===== src/rtl/dcm_pkg.sv =====
// Shared constants and FSM state type for the slow-clock frequency meter.
package dcm_pkg;

    localparam int unsigned MODE_W   = 3;
    localparam int unsigned UNIT_W   = 8;
    localparam int unsigned PRE_W    = 32;
    localparam int unsigned K_W      = UNIT_W + 1;
    localparam int unsigned UNIT_MAX = 128;
    localparam int unsigned UNIT_SAT = 129;

    typedef enum logic [1:0] {
        SEEK    = 2'd0,
        MEASURE = 2'd1,
        LOCKED  = 2'd2
    } dcm_state_t;

endpackage : dcm_pkg


===== src/rtl/sync_edge.sv =====
// Two-flop synchroniser followed by a registered any-edge detector.
// A transition on d appears as a one-cycle edge_pulse three clk cycles later.
module sync_edge (
    input  logic clk,
    input  logic rst,
    input  logic d,
    output logic edge_pulse
);

    logic r_meta;
    logic r_sync;
    logic r_prev;
    logic r_edge;

    // Resynchronise d and flag both rising and falling transitions
    always_ff @(posedge clk) begin
        if (rst) begin
            r_meta <= 1'b0;
            r_sync <= 1'b0;
            r_prev <= 1'b0;
            r_edge <= 1'b0;
        end else begin
            r_meta <= d;
            r_sync <= r_meta;
            r_prev <= r_sync;
            r_edge <= r_sync ^ r_prev;
        end
    end

    assign edge_pulse = r_edge;

endmodule : sync_edge


===== src/rtl/dcm_freq_meter.sv =====
// Times consecutive slow_in edges in units of BASE clk cycles, decodes the
// generator mode (interval = 2^mode units), locks after two agreeing
// intervals and flags disagreement with the generator's reported mode.
module dcm_freq_meter
    import dcm_pkg::*;
#(
    parameter int unsigned HALF_MS_CONT = 5000000,
    parameter int unsigned TOL          = 2
) (
    input  logic              clk,
    input  logic              rst,
    input  logic              slow_in,
    input  logic [MODE_W-1:0] prog_exp,
    output logic [MODE_W-1:0] mode_out,
    output logic              locked,
    output logic              mismatch,
    output logic              err,
    output logic              meas_done
);

    localparam int unsigned BASE = 2 * HALF_MS_CONT;

    logic              w_edge;
    logic              w_timeout;
    logic              w_bad;
    logic              w_good;
    logic [K_W-1:0]    w_k;
    logic [MODE_W-1:0] w_m;

    logic [PRE_W-1:0]  r_pre;
    logic [UNIT_W-1:0] r_units;
    dcm_state_t        r_state;
    logic              r_cand_valid;
    logic [MODE_W-1:0] r_cand;
    logic [MODE_W-1:0] r_mode;
    logic              r_locked;
    logic              r_mismatch;
    logic              r_err;
    logic              r_meas_done;

    sync_edge u_sync_edge (
        .clk        (clk),
        .rst        (rst),
        .d          (slow_in),
        .edge_pulse (w_edge)
    );

    // Interval counters; the edge cycle itself counts as the first cycle so
    // the value held at the next edge equals the interval length
    always_ff @(posedge clk) begin
        if (rst) begin
            r_pre   <= '0;
            r_units <= '0;
        end else if (w_edge) begin
            r_pre   <= PRE_W'(1);
            r_units <= '0;
        end else if (r_state == SEEK) begin
            r_pre   <= '0;
            r_units <= '0;
        end else if (r_pre == PRE_W'(BASE - 1)) begin
            r_pre   <= '0;
            r_units <= (r_units == UNIT_W'(UNIT_SAT)) ? r_units
                                                      : r_units + UNIT_W'(1);
        end else begin
            r_pre   <= r_pre + PRE_W'(1);
        end
    end

    // Round the interval to whole units and decode a power-of-two mode
    always_comb begin
        w_k    = '0;
        w_bad  = 1'b1;
        w_good = 1'b0;
        w_m    = '0;
        if (r_pre <= PRE_W'(TOL)) begin
            w_k   = {1'b0, r_units};
            w_bad = 1'b0;
        end else if (r_pre >= PRE_W'(BASE - TOL)) begin
            w_k   = {1'b0, r_units} + K_W'(1);
            w_bad = 1'b0;
        end
        for (int i = 0; i < (2 ** MODE_W); i++) begin
            if (w_k == K_W'(1 << i)) begin
                w_good = !w_bad;
                w_m    = MODE_W'(i);
            end
        end
    end

    // Timeout is the cycle units would step to the saturation value; an edge
    // arriving in that same cycle is evaluated instead
    assign w_timeout = !w_edge && (r_state != SEEK) &&
                       (r_units == UNIT_W'(UNIT_MAX)) &&
                       (r_pre == PRE_W'(BASE - 1));

    // Lock FSM with registered status outputs
    always_ff @(posedge clk) begin
        if (rst) begin
            r_state      <= SEEK;
            r_cand_valid <= 1'b0;
            r_cand       <= '0;
            r_mode       <= '0;
            r_locked     <= 1'b0;
            r_err        <= 1'b0;
            r_meas_done  <= 1'b0;
        end else begin
            r_meas_done <= 1'b0;
            case (r_state)
                SEEK: begin
                    if (w_edge) begin
                        r_state      <= MEASURE;
                        r_cand_valid <= 1'b0;
                    end
                end
                MEASURE: begin
                    if (w_edge) begin
                        r_meas_done <= 1'b1;
                        if (w_good && r_cand_valid && (w_m == r_cand)) begin
                            r_state  <= LOCKED;
                            r_mode   <= w_m;
                            r_locked <= 1'b1;
                            r_err    <= 1'b0;
                        end else if (w_good) begin
                            r_cand       <= w_m;
                            r_cand_valid <= 1'b1;
                        end else begin
                            r_cand_valid <= 1'b0;
                        end
                    end else if (w_timeout) begin
                        r_state      <= SEEK;
                        r_locked     <= 1'b0;
                        r_err        <= 1'b1;
                        r_cand_valid <= 1'b0;
                    end
                end
                LOCKED: begin
                    if (w_edge) begin
                        r_meas_done <= 1'b1;
                        if (w_good && (w_m != r_mode)) begin
                            r_state      <= MEASURE;
                            r_cand       <= w_m;
                            r_cand_valid <= 1'b1;
                            r_locked     <= 1'b0;
                        end else if (!w_good) begin
                            r_state      <= MEASURE;
                            r_cand_valid <= 1'b0;
                            r_locked     <= 1'b0;
                        end
                    end else if (w_timeout) begin
                        r_state      <= SEEK;
                        r_locked     <= 1'b0;
                        r_err        <= 1'b1;
                        r_cand_valid <= 1'b0;
                    end
                end
                default: begin
                    r_state      <= SEEK;
                    r_locked     <= 1'b0;
                    r_cand_valid <= 1'b0;
                end
            endcase
        end
    end

    // Compare the locked mode against the generator's reported mode
    always_ff @(posedge clk) begin
        if (rst) begin
            r_mismatch <= 1'b0;
        end else begin
            r_mismatch <= r_locked && (r_mode != prog_exp);
        end
    end

    assign mode_out  = r_mode;
    assign locked    = r_locked;
    assign mismatch  = r_mismatch;
    assign err       = r_err;
    assign meas_done = r_meas_done;

endmodule : dcm_freq_meter


===== config.mk =====
export PLATFORM = sky130hd
export DESIGN_NAME = dcm_freq_meter
export DESIGN_NICKNAME = d
export VERILOG_FILES = /design/src/rtl/dcm_pkg.sv /design/src/rtl/sync_edge.sv /design/src/rtl/dcm_freq_meter.sv
export SDC_FILE = /design/constraint.sdc
export NUM_CORES = 1
export LEC_CHECK = 0
export ABC_AREA = 1
export BUFFER_PORTS_ARGS = -buffer_cell sky130_fd_sc_hd__buf_4
export CAP_MARGIN = 30
export CORE_MARGIN = 3
export CORE_UTILIZATION = 60
export DETAILED_ROUTE_END_ITERATION = 6
export HOLD_SLACK_MARGIN = 0.1
export PLACE_DENSITY = 0.81
export SYNTH_ARGS = -nofsm -noshare
export SYNTH_HDL_FRONTEND = slang
export SYNTH_HIERARCHICAL = 1
export SYNTH_SLANG_ARGS = --single-unit

===== constraint.sdc =====
create_clock -name clk -period 3.1 [get_ports clk]
set_input_delay 0.93 -clock clk [delete_from_list [all_inputs] [get_ports clk]]
set_output_delay 0.93 -clock clk [all_outputs]
set_load 0.01 [all_outputs]

==> impl_summary.log, run 1 <==
INFO  metric netlist_instances = 595
INFO  metric critical_path.top_delay_family = simple AND/OR/NAND/NOR gates
INFO  metric netlist_top_cells_count = 131 x sky130_fd_sc_hd__nand2_1, 89 x sky130_fd_sc_hd__inv_1, 89 x sky130_fd_sc_hd__nor2_1
INFO  metric sequentialPowerShare = 43.3%
INFO  metric synth_top_family_by_area = simple AND/OR/NAND/NOR gates
INFO  metric part_of_the_cycle_the_worst_path_needs = 93.88%
INFO  metric timing.critical_path.mode_cell = sky130_fd_sc_hd__nor3_4
INFO  metric worst_clock_skew = 7.651 ps
INFO  metric clock_path_buffers = 2
INFO  metric total_power = 1.744 mW
INFO  metric crit_slowest_cell = sky130_fd_sc_hd__dfxtp_1
INFO  metric synth.net_count = 610
INFO  metric cp.buffers_inverters = 4
INFO  metric stdcell_area = 0.004259 mm²
INFO  metric r2r_slack = 190 ps
INFO  metric worst_path_arrival = 3210 ps
INFO  metric drt-vias-per-instance = 5.265
INFO  metric syn_area = 0.003796 mm²
INFO  metric grt_util_all_layers = 25.40%
INFO  metric gp_congestion = 0.9170
INFO  metric clock-sinks = 57
INFO  metric comb_power_share = 8.3%
INFO  metric synth_adder_area_share = 2.966%
INFO  metric routed_wire_length_per_instance = 12.34 µm
INFO  metric portBuffers = 12
INFO  metric dpl.cell_count = 679
INFO  metric syn2layout_area_growth = 12.19%
INFO  metric antenna_fix_cells = 0
INFO  metric grt_pass1_wl = 15100 µm
INFO  metric yosys.area_share.xor_xnor = 4.186%
INFO  metric synthSimpleGateAreaFrac = 41.76%
INFO  metric cts_buffers = 9
INFO  metric drt_iter0_markers = 257
INFO  metric synth_compound_gate_area_share = 10.12%
INFO  metric routed-via-count = 3654
INFO  metric start_util = 63.00%
INFO  metric hold_class = reg2reg
INFO  metric cp-end-kind = register
INFO  metric row_count = 28
INFO  metric share_of_flip_flops_with_an_asynchronous_set_or_reset = 0%
INFO  metric maxClockFrequency = 0.3436 GHz
INFO  metric critical_path_class = reg2reg
INFO  metric part_of_the_total_power_dissipated_in_the_clock_network = 48.4%
INFO  metric detail_route.first_pass.iterations = 5
INFO  metric switchingPower = 0.4042 mW
INFO  metric postPlaceCellArea = 0.003964 mm²
INFO  metric crit_path_cell_trace = inv_1, nor2_2, nand2_1, nor2_4, inv_2, nor3_4, inv_2, nor3_4, nand2_1, nor2_2, nand3_2, nor3_4, nand2_2, nor3_4, nand4_1, o21bai_1, o211ai_1, inv_1
INFO  metric static-leakage-power = 2.027 nW
INFO  metric least_margin_pin_slew = 565.7 ps
INFO  metric ir_drop_worst_vdd = 0.0003404 V
INFO  metric post_cts_hold_buffer_count = 0
INFO  metric globalRouteOverflowTotal = 0
INFO  metric grt_antenna_before_repair = 0
INFO  metric die_w = 85.54 µm
INFO  metric min_period = 2910 ps
INFO  metric layout-drive-gt1-share = 14.86%
INFO  metric relSlewSlack = 62.05%
INFO  metric cap_viol_max_count = 0
INFO  metric p_int = 1.340 mW
INFO  metric total_length_of_routed_wires = 8567 µm
INFO  metric top_count_cell_post_synth = sky130_fd_sc_hd__nand2_1
INFO  metric fp.dieArea = 0.007317 mm²
INFO  metric finalSetupViolCount = 0
INFO  metric critical_path_peak_fanout = 4
INFO  metric synth.distinct_cells = 44
INFO  metric use_met1 = 34.53%
INFO  metric synth_flop_cell = sky130_fd_sc_hd__dfxtp_1
INFO  metric final-hold-violation-count = 0
INFO  metric vias_in_the_first_global_route = 3413
INFO  metric antenna_left = 0
INFO  metric synth-seq-area-share = 30.06%
INFO  metric grt_most_used_layer = met2
INFO  metric synthDominantAreaCellType = sky130_fd_sc_hd__dfxtp_1
INFO  metric worst_r2r_startpoint = r_pre[3]$_SDFF_PP0_
INFO  metric synth_mux_area_share = 0%
INFO  metric clk_pin_slew_worst_paths = 60 ps
INFO  metric core_region_area = 0.006026 mm²
INFO  metric grtUsageMet2 = 39.62%
INFO  metric drc = 0
INFO  metric clkLatencyLatePin = 350 ps
INFO  metric tritoncts = built
INFO  metric nature_of_the_critical_path_startpoint = register
INFO  metric grt_start_max_net_pins = 20
INFO  metric min_from = u_sync_edge/r_meta$_SDFF_PP0_
INFO  metric cts_root_buf = sky130_fd_sc_hd__clkbuf_8
INFO  metric dp.final_hpwl = 6448 µm
INFO  metric warnings_synthesis = 6
INFO  metric syn_area_per_cell = 6.380 µm²
INFO  metric power_density_of_the_placed_cells = 409.6 mW/mm²
INFO  metric p_sw_share = 23.17%
INFO  metric cp.required = 3400 ps
INFO  metric met3_usage = 6.724%
INFO  metric synthTopCellsByArea = sky130_fd_sc_hd__dfxtp_1 30%, sky130_fd_sc_hd__nand2_1 13%, sky130_fd_sc_hd__inv_1 8.8%
INFO  metric status = finished, final reports clean
INFO  metric crit_path_start = r_pre[3]$_SDFF_PP0_
INFO  metric dieHeight = 85.54 µm
INFO  metric grt_setup_unrepaired = yes
INFO  metric synth-seq-cells = 57
INFO  metric num-nets-final = 631
INFO  metric synth_top_area_share = 30.06%
INFO  metric io_pins = 13
INFO  metric htree_levels = 3
INFO  metric final.setup.tns = 0 ps
INFO  metric synth_edf_count = 0
INFO  metric timing_max_transition_violations_final = 0
INFO  metric final_cell_count_no_fill = 694
INFO  metric max_stage_delay = 350 ps
==> worst paths after layout <==
path / endpoint / depth (start not counted)
setup / recovery: r_pre[29]$_SDFF_PP0_ / 18
hold / removal: u_sync_edge/r_sync$_SDFF_PP0_ / 2
setup reg to reg: r_pre[29]$_SDFF_PP0_ / 18
hold reg to reg: u_sync_edge/r_sync$_SDFF_PP0_ / 2
==> cells by family (layout without fill, tap and decap cells) <==
logic type	count (synthesis)	after routing
AOI/OAI and AO/OA	63	63
buffers and inverters	108	132
DFF	57	57
and+or+nand+nor	342	342
xor gates and xnor gates	16	16
adders and majority gates	9	9
==> per-stage QoR <==
step | setup WS (ps) | hold WS (ps) | util, %
floorplan | 611.9 | 388.3 | -
global placement | 212.4 | 392.3 | 65.78
detailed placement | 186.8 | 400.0 | 65.78
CTS | 143.3 | 410.5 | 69.62
global route | -39.30 | 462.9 | 70.68
finish | 189.6 | 409.7 | 70.68
==> registers in the layout, summed over array words and instances, names as in the netlist <==
register and count:
r_pre 32, r_units 8, mode_out 3, r_cand 3, r_state 2, err 1, locked 1, meas_done 1
mismatch 1, r_cand_valid 1, u_sync_edge/edge_pulse 1, u_sync_edge/r_meta 1, u_sync_edge/r_prev 1, u_sync_edge/r_sync 1
==> routing by layer <==
layer	wire length [µm]	up-vias	part of all wire [%]
met3	388	12	4.5
li1	-	1933	-
met5	0	-	0
met2	3893	74	45
met4	134	0	1.6
met1	4150	1635	48
==> power by group through the flow <==
stage / clock [mW] / combinational, mW / sequential (mW)
after CTS: 0.854 / 0.143 / 0.754
final: 0.844 / 0.146 / 0.755
after global routing: 0.892 / 0.168 / 0.756
after detailed placement: 0 / 0.141 / 0.771
after floorplan: 0 / 0.108 / 0.768
after global placement: 0 / 0.138 / 0.771
==> repair_timing <==
item	4_1_cts	5_1_grt
buffers inserted	0	1
gates resized for setup	0	16
setup endpoints to repair	0	13
==> cell usage in the layout (no fill, tap or decap), drive strengths merged <==
cell type	count
ha	9
o2111ai	2
nand3	43
o211ai	2
o21a	2
xor2	14
o21ai	20
nand2	149
and3b	1
o21bai	1
dfxtp	57
a211oi	5
clkbuf	11
nor3b	1
nand4	16
inv	100
bufinv	3
nand3b	1
o22ai	1
a31oi	1
a21oi	26
nor2	103
a21boi	2
buf	14
xnor2	2
clkinv	4
o31ai	1
nor3	22
nor4	6
==> worst register-to-register path: cells and delay by family (launching register included) <==
| family | cells | cell delay (ps) |
|---|---|---|
| AO/OA/AOI/OAI | 2 | 290 |
| buffers and inverters | 4 | 280 |
| flip-flops | 1 | 350 |
| AND/OR/NAND/NOR | 12 | 1950 |
==> area by class of cell <==
type	instances	area [µm²]
clock buffer	11	141.4
clock inverter	3	90.09
fill	543	1767
inverter	104	390.4
multi-input combinational	430	2295
sequential	57	1144
tap	75	93.84
timing repair buffer	14	105.1
No activity file was read; power rests on OpenSTA's default activity.
==> run 2, diff against run 1 <==
--- a/config.mk
+++ b/config.mk
@@ -13,6 +13,7 @@
 export DETAILED_ROUTE_END_ITERATION = 6
 export HOLD_SLACK_MARGIN = 0.1
 export PLACE_DENSITY = 0.81
+export RECOVER_POWER = 25
 export SYNTH_ARGS = -nofsm -noshare
 export SYNTH_HDL_FRONTEND = slang
 export SYNTH_HIERARCHICAL = 1
==> impl_summary.log, run 2 (synthesis gave the netlist of run 1 again) <==
INFO  metric routed-wl-met3 = 400 µm (+3.1%)
INFO  metric maxClockFrequency = 0.3433 GHz (about the same)
INFO  metric io_pins = 13 (unchanged)
INFO  metric r2r_slack = 190 ps (about the same)
INFO  metric power_density_of_the_placed_cells = 412.3 mW/mm² (+0.67%)
INFO  metric fill_cells = 548 (+0.92%)
INFO  metric routed-via-count = 3670 (+0.44%)
INFO  metric routedLengthMet1 = 4157 µm (+0.17%)
INFO  metric globalRouteOverflowTotal = 0 (unchanged)
INFO  metric p_sw_share = 23.18% (about the same)
INFO  metric relSlewSlack = 62.19% (+0.14 points)
INFO  metric clk_pin_slew_worst_paths = 60 ps (about the same)
INFO  metric setup_ws = 187.5 ps (-2.161 ps)
INFO  metric crit_path_cell_trace = inv_1, nor2_2, nand2_1, nor2_4, inv_2, nor3_4, inv_2, nor3_4, nand2_1, nor2_2, nand3_2, nor3_4, nand2_2, nor3_4, nand4_1, o21bai_1, o211ai_1, inv_1
INFO  metric cts_buffers = 9 (unchanged)
INFO  metric sequentialPowerShare = 43.3% (about the same)
INFO  metric place_worst_setup_slack = 186.8 ps (unchanged)
INFO  metric num-nets-final = 631 (unchanged)
INFO  metric vias_in_the_first_global_route = 3413 (unchanged)
INFO  metric dpl.cell_count = 679 (unchanged)
INFO  metric layout-drive-gt1-share = 13.57% (-1.3 points)
INFO  metric worst_path_arrival = 3210 ps (about the same)
INFO  metric grt_start_max_net_pins = 20 (unchanged)
INFO  metric dieHeight = 85.54 µm (unchanged)
INFO  metric crit_slowest_cell = sky130_fd_sc_hd__dfxtp_1
INFO  metric routed_wire_length_per_instance = 12.39 µm (+0.40%)
INFO  metric timing_max_transition_violations_final = 0 (unchanged)
INFO  metric grt_util_all_layers = 25.40% (unchanged)
INFO  metric worst_clock_skew = 7.827 ps (+0.1757 ps)
INFO  metric route.met2.wl = 3904 µm (+0.28%)
INFO  metric routed.top_layer = met4
INFO  metric antenna_fix_cells = 0 (unchanged)
INFO  metric cp-end-kind = register
INFO  metric drc = 0 (unchanged)
INFO  metric total_length_of_routed_wires = 8601 µm (+0.40%)
INFO  metric static-leakage-power = 1.994 nW (-1.7%)
INFO  metric least_margin_pin_slew = 563.6 ps (-2.102 ps)
INFO  metric start_util = 63.00% (unchanged)
INFO  metric detail_route.first_pass.iterations = 5 (unchanged)
INFO  metric grt_antenna_before_repair = 0 (unchanged)
INFO  metric critical_path_peak_fanout = 4 (unchanged)
INFO  metric syn2layout_area_growth = 11.40%
INFO  metric portBuffers = 12 (unchanged)
INFO  metric hold_class = reg2reg
INFO  metric commonest_cells_after_routing_fill_and_taps_aside = 130 x sky130_fd_sc_hd__nand2_1, 88 x sky130_fd_sc_hd__inv_1, 87 x sky130_fd_sc_hd__nor2_1
INFO  metric reg_top3 = r_pre (32), r_units (8)
INFO  metric max_flop_register = r_pre
INFO  metric comb_power_share = 8.3% (about the same)
INFO  metric status = finished, final reports clean
INFO  metric grt_pass1_wl = 15100 µm (unchanged)
INFO  metric final_cell_count_no_fill = 694 (unchanged)
INFO  metric antenna_left = 0 (unchanged)
INFO  metric drt_iter0_markers = 301 (+17%)
INFO  metric cp.required = 3400 ps (about the same)
INFO  metric dp.final_hpwl = 6448 µm (unchanged)
INFO  metric die_w = 85.54 µm (unchanged)
INFO  metric hold-path-endpoint = u_sync_edge/r_sync$_SDFF_PP0_
INFO  metric cp.buffers_inverters = 4 (unchanged)
INFO  metric row_count = 28 (unchanged)
INFO  metric cap_viol_max_count = 0 (unchanged)
INFO  metric tritoncts = built
INFO  metric critical_path.top_delay_family = simple AND/OR/NAND/NOR gates
INFO  metric post_cts_hold_buffer_count = 0 (unchanged)
INFO  metric min_period = 2913 ps (+2.161 ps)
INFO  metric clock-sinks = 57 (unchanged)
INFO  metric part_of_the_total_power_dissipated_in_the_clock_network = 48.4% (about the same)
INFO  metric nature_of_the_critical_path_startpoint = register
INFO  metric timing.hold.worst_path_depth = 2 (unchanged)
INFO  metric min_from = u_sync_edge/r_meta$_SDFF_PP0_
INFO  metric critical_path_class = reg2reg
INFO  metric htree_levels = 3 (unchanged)
INFO  metric clock_path_buffers = 2 (unchanged)
INFO  metric cts_root_buf = sky130_fd_sc_hd__clkbuf_8
INFO  metric r2r.worst_path.cells = 18 (unchanged)
INFO  metric layout_commonest_cell = sky130_fd_sc_hd__nand2_1
INFO  metric max_stage_delay = 350 ps (about the same)
INFO  metric part_of_the_cycle_the_worst_path_needs = 93.95% (about the same)
INFO  metric core_region_area = 0.006026 mm² (unchanged)
INFO  metric clkLatencyLatePin = 350 ps (about the same)
INFO  metric drt-vias-per-instance = 5.288 (+0.44%)
INFO  metric fp.dieArea = 0.007317 mm² (unchanged)
INFO  metric ir_drop_worst_vdd = 0.0003404 V (about the same)
INFO  metric timing.critical_path.mode_cell = sky130_fd_sc_hd__nor3_4
INFO  metric final-hold-violation-count = 0 (unchanged)
INFO  metric postPlaceCellArea = 0.003964 mm² (unchanged)
INFO  metric worst_r2r_startpoint = r_pre[3]$_SDFF_PP0_
INFO  metric stdcell_area = 0.004229 mm² (-0.70%)
INFO  metric p_int = 1.340 mW (about the same)
INFO  metric largest_register_ff_count = 32 (unchanged)
INFO  metric gp_congestion = 0.9170 (unchanged)
INFO  metric grt_setup_unrepaired = yes
INFO  metric switchingPower = 0.4043 mW (about the same)
INFO  metric critical_path.reg2reg.endpoint = r_pre[29]$_SDFF_PP0_
INFO  metric finalSetupViolCount = 0 (unchanged)
[run 2: cell types whose count changed in the layout (fill, tap and decap cells not counted), sizes merged]
cell    previous run  this run
clkbuf            11        19
buf               14         6
[run 2: worst max-delay path by stage]
| stage | startpoint | end | slack, ps | cells after the start |
|---|---|---|---|---|
| after floorplan | r_pre[0]$_SDFF_PP0_ | r_cand[1]$_SDFFE_PP0P_ | 610 | 21 |
| after global placement | r_pre[0]$_SDFF_PP0_ | mode_out[2]$_SDFFE_PP0P_ | 210 | 17 |
| after detailed placement | r_pre[0]$_SDFF_PP0_ | mode_out[0]$_SDFFE_PP0P_ | 190 | 17 |
| after CTS | r_pre[0]$_SDFF_PP0_ | mode_out[0]$_SDFFE_PP0P_ | 140 | 17 |
| after global routing | r_pre[1]$_SDFF_PP0_ | r_pre[29]$_SDFF_PP0_ | -40 | 18 |
| final | r_pre[3]$_SDFF_PP0_ | r_pre[29]$_SDFF_PP0_ | 190 | 18 |
[run 2: metrics by stage]
step | setup TNS [ps] | power [mW] | hold WS (ps) | util, %
global route | -60.37 | 1.815 | 462.9 | 70.18
detailed placement | 0 | 0.9122 | 400.0 | 65.78
CTS | 0 | 1.752 | 410.5 | 69.62
floorplan | 0 | 0.8761 | 388.3 | -
global placement | 0 | 0.9081 | 392.3 | 65.78
finish | 0 | 1.744 | 409.7 | 70.18
[run 2: worst reg2reg max path: stages (launching register included)]
cell	delay (ps)
sky130_fd_sc_hd__dfxtp_1	350
sky130_fd_sc_hd__inv_1	80
sky130_fd_sc_hd__nor2_2	130
sky130_fd_sc_hd__nand2_1	100
sky130_fd_sc_hd__nor2_4	120
sky130_fd_sc_hd__inv_2	70
sky130_fd_sc_hd__nor3_4	190
sky130_fd_sc_hd__inv_2	80
sky130_fd_sc_hd__nor3_4	150
sky130_fd_sc_hd__nand2_1	90
sky130_fd_sc_hd__nor2_2	200
sky130_fd_sc_hd__nand3_2	140
sky130_fd_sc_hd__nor3_4	250
sky130_fd_sc_hd__nand2_2	100
sky130_fd_sc_hd__nor3_4	260
sky130_fd_sc_hd__nand4_1	220
sky130_fd_sc_hd__o21bai_1	190
sky130_fd_sc_hd__o211ai_1	100
sky130_fd_sc_hd__inv_1	50
[run 2: metal layers]
metal / vias to the layer above / GRT usage (%)
met2: 83 / 39.62
met1: 1638 / 34.53
met4: 0 / 7.626
li1: 1935 / -
met5: - / 0
met3: 14 / 6.724
[run 2: power groups by stage]
stage / combinational, mW / sequential, mW / clock [mW]
floorplan: 0.108 / 0.768 / 0
global placement: 0.138 / 0.771 / 0
detailed placement: 0.141 / 0.771 / 0
CTS: 0.143 / 0.754 / 0.854
global route: 0.167 / 0.756 / 0.892
finish: 0.145 / 0.755 / 0.844
[run 2: what timing repair did]
item / in CTS / in global routing
endpoints found under the setup margin: 0 / 13
setup buffers: 0 / 1
resized for setup: 0 / 16
[run 2: cell type report]
| type | count | area [µm²] | area share, % |
|---|---|---|---|
| timing repair buffer | 14 | 75.07 | 1.775 |
| clock buffer | 11 | 141.4 | 3.343 |
| tap | 75 | 93.84 | 2.219 |
| inverter | 104 | 390.4 | 9.231 |
| sequential | 57 | 1144 | 27.04 |
| multi-input combinational | 430 | 2295 | 54.26 |
| clock inverter | 3 | 90.09 | 2.130 |
